--- src/rtl/io_pkg.sv ---
// ---------------------------------------------------------------------------
// io_pkg
// Shared defaults for the board input conditioning logic.
//   DEFAULT_DEBOUNCE_CYCLES : stability window (10 ms at 50 MHz)
//   DEFAULT_SYNC_STAGES     : synchronizer depth per input bit
//   NUM_BUTTONS_DE10        : push buttons on the DE10 board
//   NUM_SWITCHES_DE10       : slide switches on the DE10 board
//   debounce_cnt_width(n)   : counter width able to hold the value n
// ---------------------------------------------------------------------------
package io_pkg;

    localparam int DEFAULT_DEBOUNCE_CYCLES = 500000;
    localparam int DEFAULT_SYNC_STAGES     = 2;
    localparam int NUM_BUTTONS_DE10        = 2;
    localparam int NUM_SWITCHES_DE10       = 10;

    // Width of an unsigned counter that can represent 0..n; never narrower than one bit.
    function automatic int debounce_cnt_width(input int n);
        int w;
        if (n < 1) begin
            w = 1;
        end else begin
            w = $clog2(n + 1);
        end
        if (w < 1) begin
            w = 1;
        end else begin
            w = w;
        end
        return w;
    endfunction

endpackage : io_pkg

--- src/rtl/debounce_cell.sv ---
// ---------------------------------------------------------------------------
// debounce_cell
// One input bit: synchronizer chain, stability counter and accepted-value flop.
// The bit entering raw_in is already active-high (button polarity is fixed up
// by the parent), so RESET_VAL is the idle level seen on the chain after reset.
//
// Ports
//   clk          in   rising-edge clock
//   rst          in   asynchronous, active-low reset
//   raw_in       in   unsynchronized input bit
//   stable_out   out  debounced value (flop)
//   rise_pulse   out  one-cycle flop pulse on the edge stable_out goes 0->1
//   update_pulse out  strobe in the cycle *before* stable_out changes; the
//                     parent registers an OR of these so its change flag
//                     lands on the same edge as the value update
// ---------------------------------------------------------------------------
module debounce_cell
    import io_pkg::*;
#(
    parameter int   SYNC_STAGES     = DEFAULT_SYNC_STAGES,
    parameter int   DEBOUNCE_CYCLES = DEFAULT_DEBOUNCE_CYCLES,
    parameter logic RESET_VAL       = 1'b0
) (
    input  logic clk,
    input  logic rst,
    input  logic raw_in,
    output logic stable_out,
    output logic rise_pulse,
    output logic update_pulse
);

    localparam int              CNT_W    = debounce_cnt_width(DEBOUNCE_CYCLES);
    localparam logic [CNT_W-1:0] CNT_LAST = CNT_W'(DEBOUNCE_CYCLES - 1);
    localparam logic [CNT_W-1:0] CNT_ONE  = CNT_W'(1);
    localparam logic [CNT_W-1:0] CNT_ZERO = CNT_W'(0);

    logic [SYNC_STAGES-1:0] sync_r;
    logic [CNT_W-1:0]       cnt_r;
    logic                   stable_r;
    logic                   rise_r;
    logic                   synced_s;
    logic                   differ_s;
    logic                   expire_s;

    assign synced_s = sync_r[SYNC_STAGES-1];

    // Decide whether the candidate value has now been stable long enough.
    always_comb begin
        differ_s = 1'b0;
        expire_s = 1'b0;
        if (synced_s != stable_r) begin
            differ_s = 1'b1;
            expire_s = (cnt_r == CNT_LAST);
        end else begin
            differ_s = 1'b0;
            expire_s = 1'b0;
        end
    end

    // Synchronizer shift register; bit 0 is the metastable capture stage.
    always_ff @(posedge clk or negedge rst) begin
        if (!rst) begin
            sync_r <= {SYNC_STAGES{RESET_VAL}};
        end else begin
            sync_r <= {sync_r[SYNC_STAGES-2:0], raw_in};
        end
    end

    // Stability counter and accepted value; any return to the old value restarts the window.
    always_ff @(posedge clk or negedge rst) begin
        if (!rst) begin
            cnt_r    <= CNT_ZERO;
            stable_r <= 1'b0;
            rise_r   <= 1'b0;
        end else if (!differ_s) begin
            cnt_r    <= CNT_ZERO;
            rise_r   <= 1'b0;
        end else if (expire_s) begin
            cnt_r    <= CNT_ZERO;
            stable_r <= synced_s;
            rise_r   <= synced_s;
        end else begin
            cnt_r    <= cnt_r + CNT_ONE;
            rise_r   <= 1'b0;
        end
    end

    assign stable_out   = stable_r;
    assign rise_pulse   = rise_r;
    assign update_pulse = expire_s;

endmodule : debounce_cell

--- src/rtl/io_input_conditioner.sv ---
// ---------------------------------------------------------------------------
// io_input_conditioner
// Synchronizes and debounces the raw board buttons and switches before they
// reach the CPU top level, so contact bounce cannot cause repeated inport loads.
//
// Ports
//   clk              in   rising-edge clock
//   rst              in   asynchronous, active-low reset
//   buttons_raw      in   button pins (unsynchronized)
//   switches_raw     in   switch pins (unsynchronized)
//   buttons_level    out  debounced button state, 1 = pressed
//   buttons_pulse    out  one-cycle pulse per accepted press
//   switches_stable  out  debounced switch values
//   switches_changed out  one-cycle pulse on any edge a switch value updates
// All outputs come straight from flops.
// ---------------------------------------------------------------------------
module io_input_conditioner
    import io_pkg::*;
#(
    parameter int NUM_BUTTONS       = NUM_BUTTONS_DE10,
    parameter int NUM_SWITCHES      = NUM_SWITCHES_DE10,
    parameter int SYNC_STAGES       = DEFAULT_SYNC_STAGES,
    parameter int DEBOUNCE_CYCLES   = DEFAULT_DEBOUNCE_CYCLES,
    parameter int BUTTON_ACTIVE_LOW = 1
) (
    input  logic                    clk,
    input  logic                    rst,
    input  logic [NUM_BUTTONS-1:0]  buttons_raw,
    input  logic [NUM_SWITCHES-1:0] switches_raw,
    output logic [NUM_BUTTONS-1:0]  buttons_level,
    output logic [NUM_BUTTONS-1:0]  buttons_pulse,
    output logic [NUM_SWITCHES-1:0] switches_stable,
    output logic                    switches_changed
);

    logic [NUM_BUTTONS-1:0]  btn_norm_s;
    logic [NUM_BUTTONS-1:0]  btn_update_unused_s;
    logic [NUM_SWITCHES-1:0] sw_rise_unused_s;
    logic [NUM_SWITCHES-1:0] sw_update_s;
    logic                    sw_changed_r;

    // Buttons are flipped to active-high ahead of the synchronizer, so the
    // chain's idle (released) level is 0 and reset never looks like a press.
    generate
        for (genvar i = 0; i < NUM_BUTTONS; i++) begin : g_btn
            assign btn_norm_s[i] = (BUTTON_ACTIVE_LOW != 0) ? ~buttons_raw[i] : buttons_raw[i];

            debounce_cell #(
                .SYNC_STAGES     (SYNC_STAGES),
                .DEBOUNCE_CYCLES (DEBOUNCE_CYCLES),
                .RESET_VAL       (1'b0)
            ) u_cell (
                .clk          (clk),
                .rst          (rst),
                .raw_in       (btn_norm_s[i]),
                .stable_out   (buttons_level[i]),
                .rise_pulse   (buttons_pulse[i]),
                .update_pulse (btn_update_unused_s[i])
            );
        end

        for (genvar j = 0; j < NUM_SWITCHES; j++) begin : g_sw
            debounce_cell #(
                .SYNC_STAGES     (SYNC_STAGES),
                .DEBOUNCE_CYCLES (DEBOUNCE_CYCLES),
                .RESET_VAL       (1'b0)
            ) u_cell (
                .clk          (clk),
                .rst          (rst),
                .raw_in       (switches_raw[j]),
                .stable_out   (switches_stable[j]),
                .rise_pulse   (sw_rise_unused_s[j]),
                .update_pulse (sw_update_s[j])
            );
        end
    endgenerate

    // Change flag: the cells' strobes lead their value update by one edge, so
    // registering the OR aligns the flag with the switches_stable update.
    always_ff @(posedge clk or negedge rst) begin
        if (!rst) begin
            sw_changed_r <= 1'b0;
        end else begin
            sw_changed_r <= |sw_update_s;
        end
    end

    assign switches_changed = sw_changed_r;

endmodule : io_input_conditioner

--- config.mk ---
export PLATFORM = sky130hd
export DESIGN_NAME = io_input_conditioner
export DESIGN_NICKNAME = d
export VERILOG_FILES = /design/src/rtl/io_pkg.sv /design/src/rtl/debounce_cell.sv /design/src/rtl/io_input_conditioner.sv
export SDC_FILE = /design/constraint.sdc
export NUM_CORES = 1
export LEC_CHECK = 0
export BUFFER_PORTS_ARGS = -buffer_cell sky130_fd_sc_hd__buf_2
export CORE_MARGIN = 2
export CORE_UTILIZATION = 55
export DETAILED_ROUTE_END_ITERATION = 16
export PLACE_DENSITY = 0.71
export RECOVER_POWER = 100
export SLEW_MARGIN = 10
export SYNTH_ARGS = -nofsm -noshare
export SYNTH_HDL_FRONTEND = slang
export SYNTH_SLANG_ARGS = --single-unit
--- constraint.sdc ---
create_clock -name clk -period 3.5 [get_ports clk]
set_clock_uncertainty 0.05 [all_clocks]
set_input_delay 0.875 -clock clk [delete_from_list [all_inputs] [get_ports clk]]
set_output_delay 0.875 -clock clk [all_outputs]
set_load 0.005 [all_outputs]
==> metrics.md <==
| Metric | Value |
|---|---|
| Outcome | `complete, but fails checks` |
| Failing checks | `max-capacitance violations, max-slew violations` |
| Via/cell ratio | `between 5 and 6` |
| Slew headroom | `-0.4427` |
| F_max | `around 0.37 GHz` |
| Clock transition at path regs | `roughly 0.06 ns` |
| Top Ports | `29` |
| Worst min path class | `reg -> reg` |
| Placer congestion estimate | `~0.80` |
| Max-Cap Viols | `2` |
| Final Max Slew Viols | `106` |
| CP endpoint | `g_sw[2].u_cell.cnt_r[12]$_DFF_PN0_` |
| Share of layout cells above drive strength 1 | `0.06805` |
| Pwr Density | `~480 nW/um2` |
| HPWL Detailed | `13.92 mm` |
| Post-CTS Setup Bufs | `0` |
| GRT Resource Usage Total | `0.1878` |
| Routed len/inst | `13.91 um` |
| Hold Path Cell Cnt | `0` |
| Synthesized area per cell | `10.25 um2` |
| Worst skew pair latency | `between 0.5 and 0.6 ns` |
| Initial antenna violation count | `0` |
| Slowest CP cell | `o41ai_2` |
| Setup TNS | `0 ns` |
| Clock buffer depth | `3` |
| # diodes | `0` |
| Core Region | `roughly 22000 um2` |
| Crit-path cells | `nor4b_1 -> nand4_1 -> o41ai_2 -> nor2_1` |
| Initial core utilization | `0.5614` |
| H-tree depth | `1` |
| Synth area leaders | `dfrtp_1 54%, xor2_1 8.4%, nor2_1 8.3%` |
| Die area | `23560 um2` |
| Mapped cell area | `12290 um2` |
| CTS resizes | `0` |
| R2R setup slack | `between 0.8 and 0.9 ns` |
| RSZ-0062 raised after global routing | `false` |
| Area of the multi-input gates | `around 5200 um2` |
| Num rows | `54` |
| Critical Path Start Type | `register` |
| Crit path depth | `4` |
| Total number of vias | `approximately 8200` |
| Syn_nets | `between 1000 and 1500` |
| Crit path launch | `g_sw[2].u_cell.cnt_r[9]$_DFF_PN0_` |
| Final min period | `between 2 and 3 ns` |
| Hold WS | `0.2994 ns` |
| Area share of the largest cell type after synthesis | `0.5436` |
| Yosys reg bits | `267` |
| Crit-path max FO | `19` |
| Worst VDD drop | `0.3814 mV` |
| Critical path class | `reg -> reg` |
| DRC | `0` |
| DRT iter0 DRCs | `between 300 and 400` |
| Cell taking the most area after synthesis | `dfrtp_1` |
| Die Width | `~150 um` |
| Root Driver | `clkbuf_16` |
| CP peak stage delay | `roughly 1.4 ns` |
| Arrival time worst endpoint | `between 2 and 3 ns` |
| Yosys warns | `0` |
| Final hold vios | `0` |
| Worst flop-to-flop path endpoint | `g_sw[2].u_cell.cnt_r[12]$_DFF_PN0_` |
| Final nets | `roughly 1300` |
| Worst path bufs/invs | `0` |
| CTS tree | `yes` |
| Synth unique cells | `38` |
| Number of I/O port buffers | `28` |
| R2R depth | `4` |
| Period utilization | `0.7626` |
| Slew of the pin with the lowest slew margin | `between 2 and 2.5 ns` |
| Leak Pwr | `5.852 nW` |
| Largest net degree at the start of global routing | `around 90` |
| Post-synthesis sequential area ratio | `0.5436` |
| Layout filler cell count | `1847` |
| Num Clock Sinks | `about 270` |
| Die Y-Extent | `between 150 and 200 um` |
| FF+latch area | `6681 um2` |
| Crit. End Element | `register` |
| R2R Path Start | `g_sw[2].u_cell.cnt_r[9]$_DFF_PN0_` |
| Hold buffer count at CTS | `0` |
| Vias in the first global route | `roughly 8200` |
| CTS Buf Count | `28` |
| Cell family with most CP delay | `compound AO/OA/AOI/OAI gates` |
| Req. time, crit path | `around 3.8 ns` |
| DRT Wirelength | `21.27 mm` |
| Aggregate global routing overflow | `0` |
| Global-route wire length before repair | `about 38 mm` |
| Antenna Violating Nets Remaining | `0` |
| First-pass iteration count of the detailed router | `5` |
| Final setup fails | `0` |
| Mapped Cells | `1199` |
| Area grow syn2layout | `9.956%` |
[registers in the layout, indices dropped and copies added (netlist names)]
signal	cells
g_sw.u_cell.sync_r	20
g_btn.u_cell.stable_out	2
g_btn.u_cell.cnt_r	38
switches_changed	1
g_btn.u_cell.rise_pulse	2
g_sw.u_cell.stable_out	10
g_btn.u_cell.sync_r	4
g_sw.u_cell.cnt_r	190
[power breakdown]
group          leakage [nW]  internal, W  total, W  switching (W)
Combinational          1.73    0.0000494  0.000177       0.000128
Clock                 0.476      0.00187   0.00308        0.00121
Sequential             3.65      0.00313   0.00318      0.0000414
[through the flow]
step / total power (W) / util / instance area [um2] / worst slack (ns) / instances
6_report: 0.006437 / 0.6173 / 13510 / 0.8308 / 1529
3_3_place_gp: 0.003415 / 0.5762 / 12610 / 1.204 / 1477
4_1_cts: 0.006526 / 0.6207 / 13590 / 1.181 / 1529
3_5_place_dp: 0.003421 / 0.5762 / 12610 / 1.196 / 1477
5_1_grt: 0.006687 / 0.6173 / 13510 / 0.5843 / 1529
2_1_floorplan: 0.003322 / - / 12290 / 1.423 / 1199
[Yosys cell counts]
master and number:
nand2_4 2, nand2_2 1, xnor2_1 98, inv_1 23, nor2b_1 1, xor2_1 118
nand2_1 72, nor4bb_1 1, and4b_1 4, and2_1 5, nor4_1 29, nand3_2 2
or4b_1 2, nand4b_1 1, nor2_1 273, buf_4 18, nand2b_1 5, nand4_1 54
nand3b_1 5, dfrtp_1 267, and4_1 8, or2_2 5, nand3_1 84, ha_1 12
nor3_1 28, mux2_4 2, nor4b_1 11, buf_2 11, or4_4 2, buf_8 2
and3_2 1, mux2_2 10, clkbuf_1 3, and3_1 28, or4_1 2, or3_1 6
nor3b_1 2, o41ai_4 1
[how the worst min path moves through the flow]
stage / from / endpoint / slack, ns
2_1_floorplan: g_btn[0].u_cell.sync_r[0]$_DFF_PN0_ / g_btn[0].u_cell.sync_r[1]$_DFF_PN0_ / 0.28
3_3_place_gp: g_sw[1].u_cell.sync_r[0]$_DFF_PN0_ / g_sw[1].u_cell.sync_r[1]$_DFF_PN0_ / 0.28
3_5_place_dp: g_sw[2].u_cell.sync_r[0]$_DFF_PN0_ / g_sw[2].u_cell.sync_r[1]$_DFF_PN0_ / 0.29
4_1_cts: rst / g_sw[4].u_cell.cnt_r[9]$_DFF_PN0_ / 0.30
5_1_grt: g_btn[1].u_cell.sync_r[0]$_DFF_PN0_ / g_btn[1].u_cell.sync_r[1]$_DFF_PN0_ / 0.30
6_report: g_sw[9].u_cell.sync_r[0]$_DFF_PN0_ / g_sw[9].u_cell.sync_r[1]$_DFF_PN0_ / 0.30
[final cells by class]
class / instances / share of cell area
multi-input cells: 875 / 0.3876
well taps: 280 / 0.02592
repair buffers: 32 / 0.01370
clock buffers: 36 / 0.05787
inverters: 23 / 0.006388
flip-flops and latches: 267 / 0.4944
clock inverters: 16 / 0.01417
[per-layer routing]
metal  routed length [um]  share of wire  global-route usage
met5                    0              0                   0
met4                  495          0.023             0.04980
met3                  701          0.033             0.02694
met2                 9798           0.46              0.3018
met1                10270           0.48              0.2704
[worst register-to-register path, cell delays in order (launching register included)]
cell and delay [ns]:
dfrtp_1 0.41, nor4b_1 0.30, nand4_1 0.19, o41ai_2 1.40, nor2_1 0.13
[logic make-up after synthesis]
group / share of synthesized area
compound gates: 0.002240
xor+xnor: 0.1539
fa+ha+maj: 0.01222
buf+inv: 0.02586
flops: 0.5436
mux: 0.01161
simple gates: 0.2505
[placed cells by master (no fill, tap or decap), drive strengths merged, types with 6 or more instances in the layout]
master / instances
and3: 29
and4: 8
buf: 23
clkbuf: 45
clkinv: 9
dfrtp: 267
ha: 12
inv: 23
mux2: 12
nand2: 75
nand3: 86
nand4: 54
nor2: 273
nor3: 28
nor4: 29
nor4b: 11
or3: 6
xnor2: 98
xor2: 118
(Power assumes the default switching activity.)
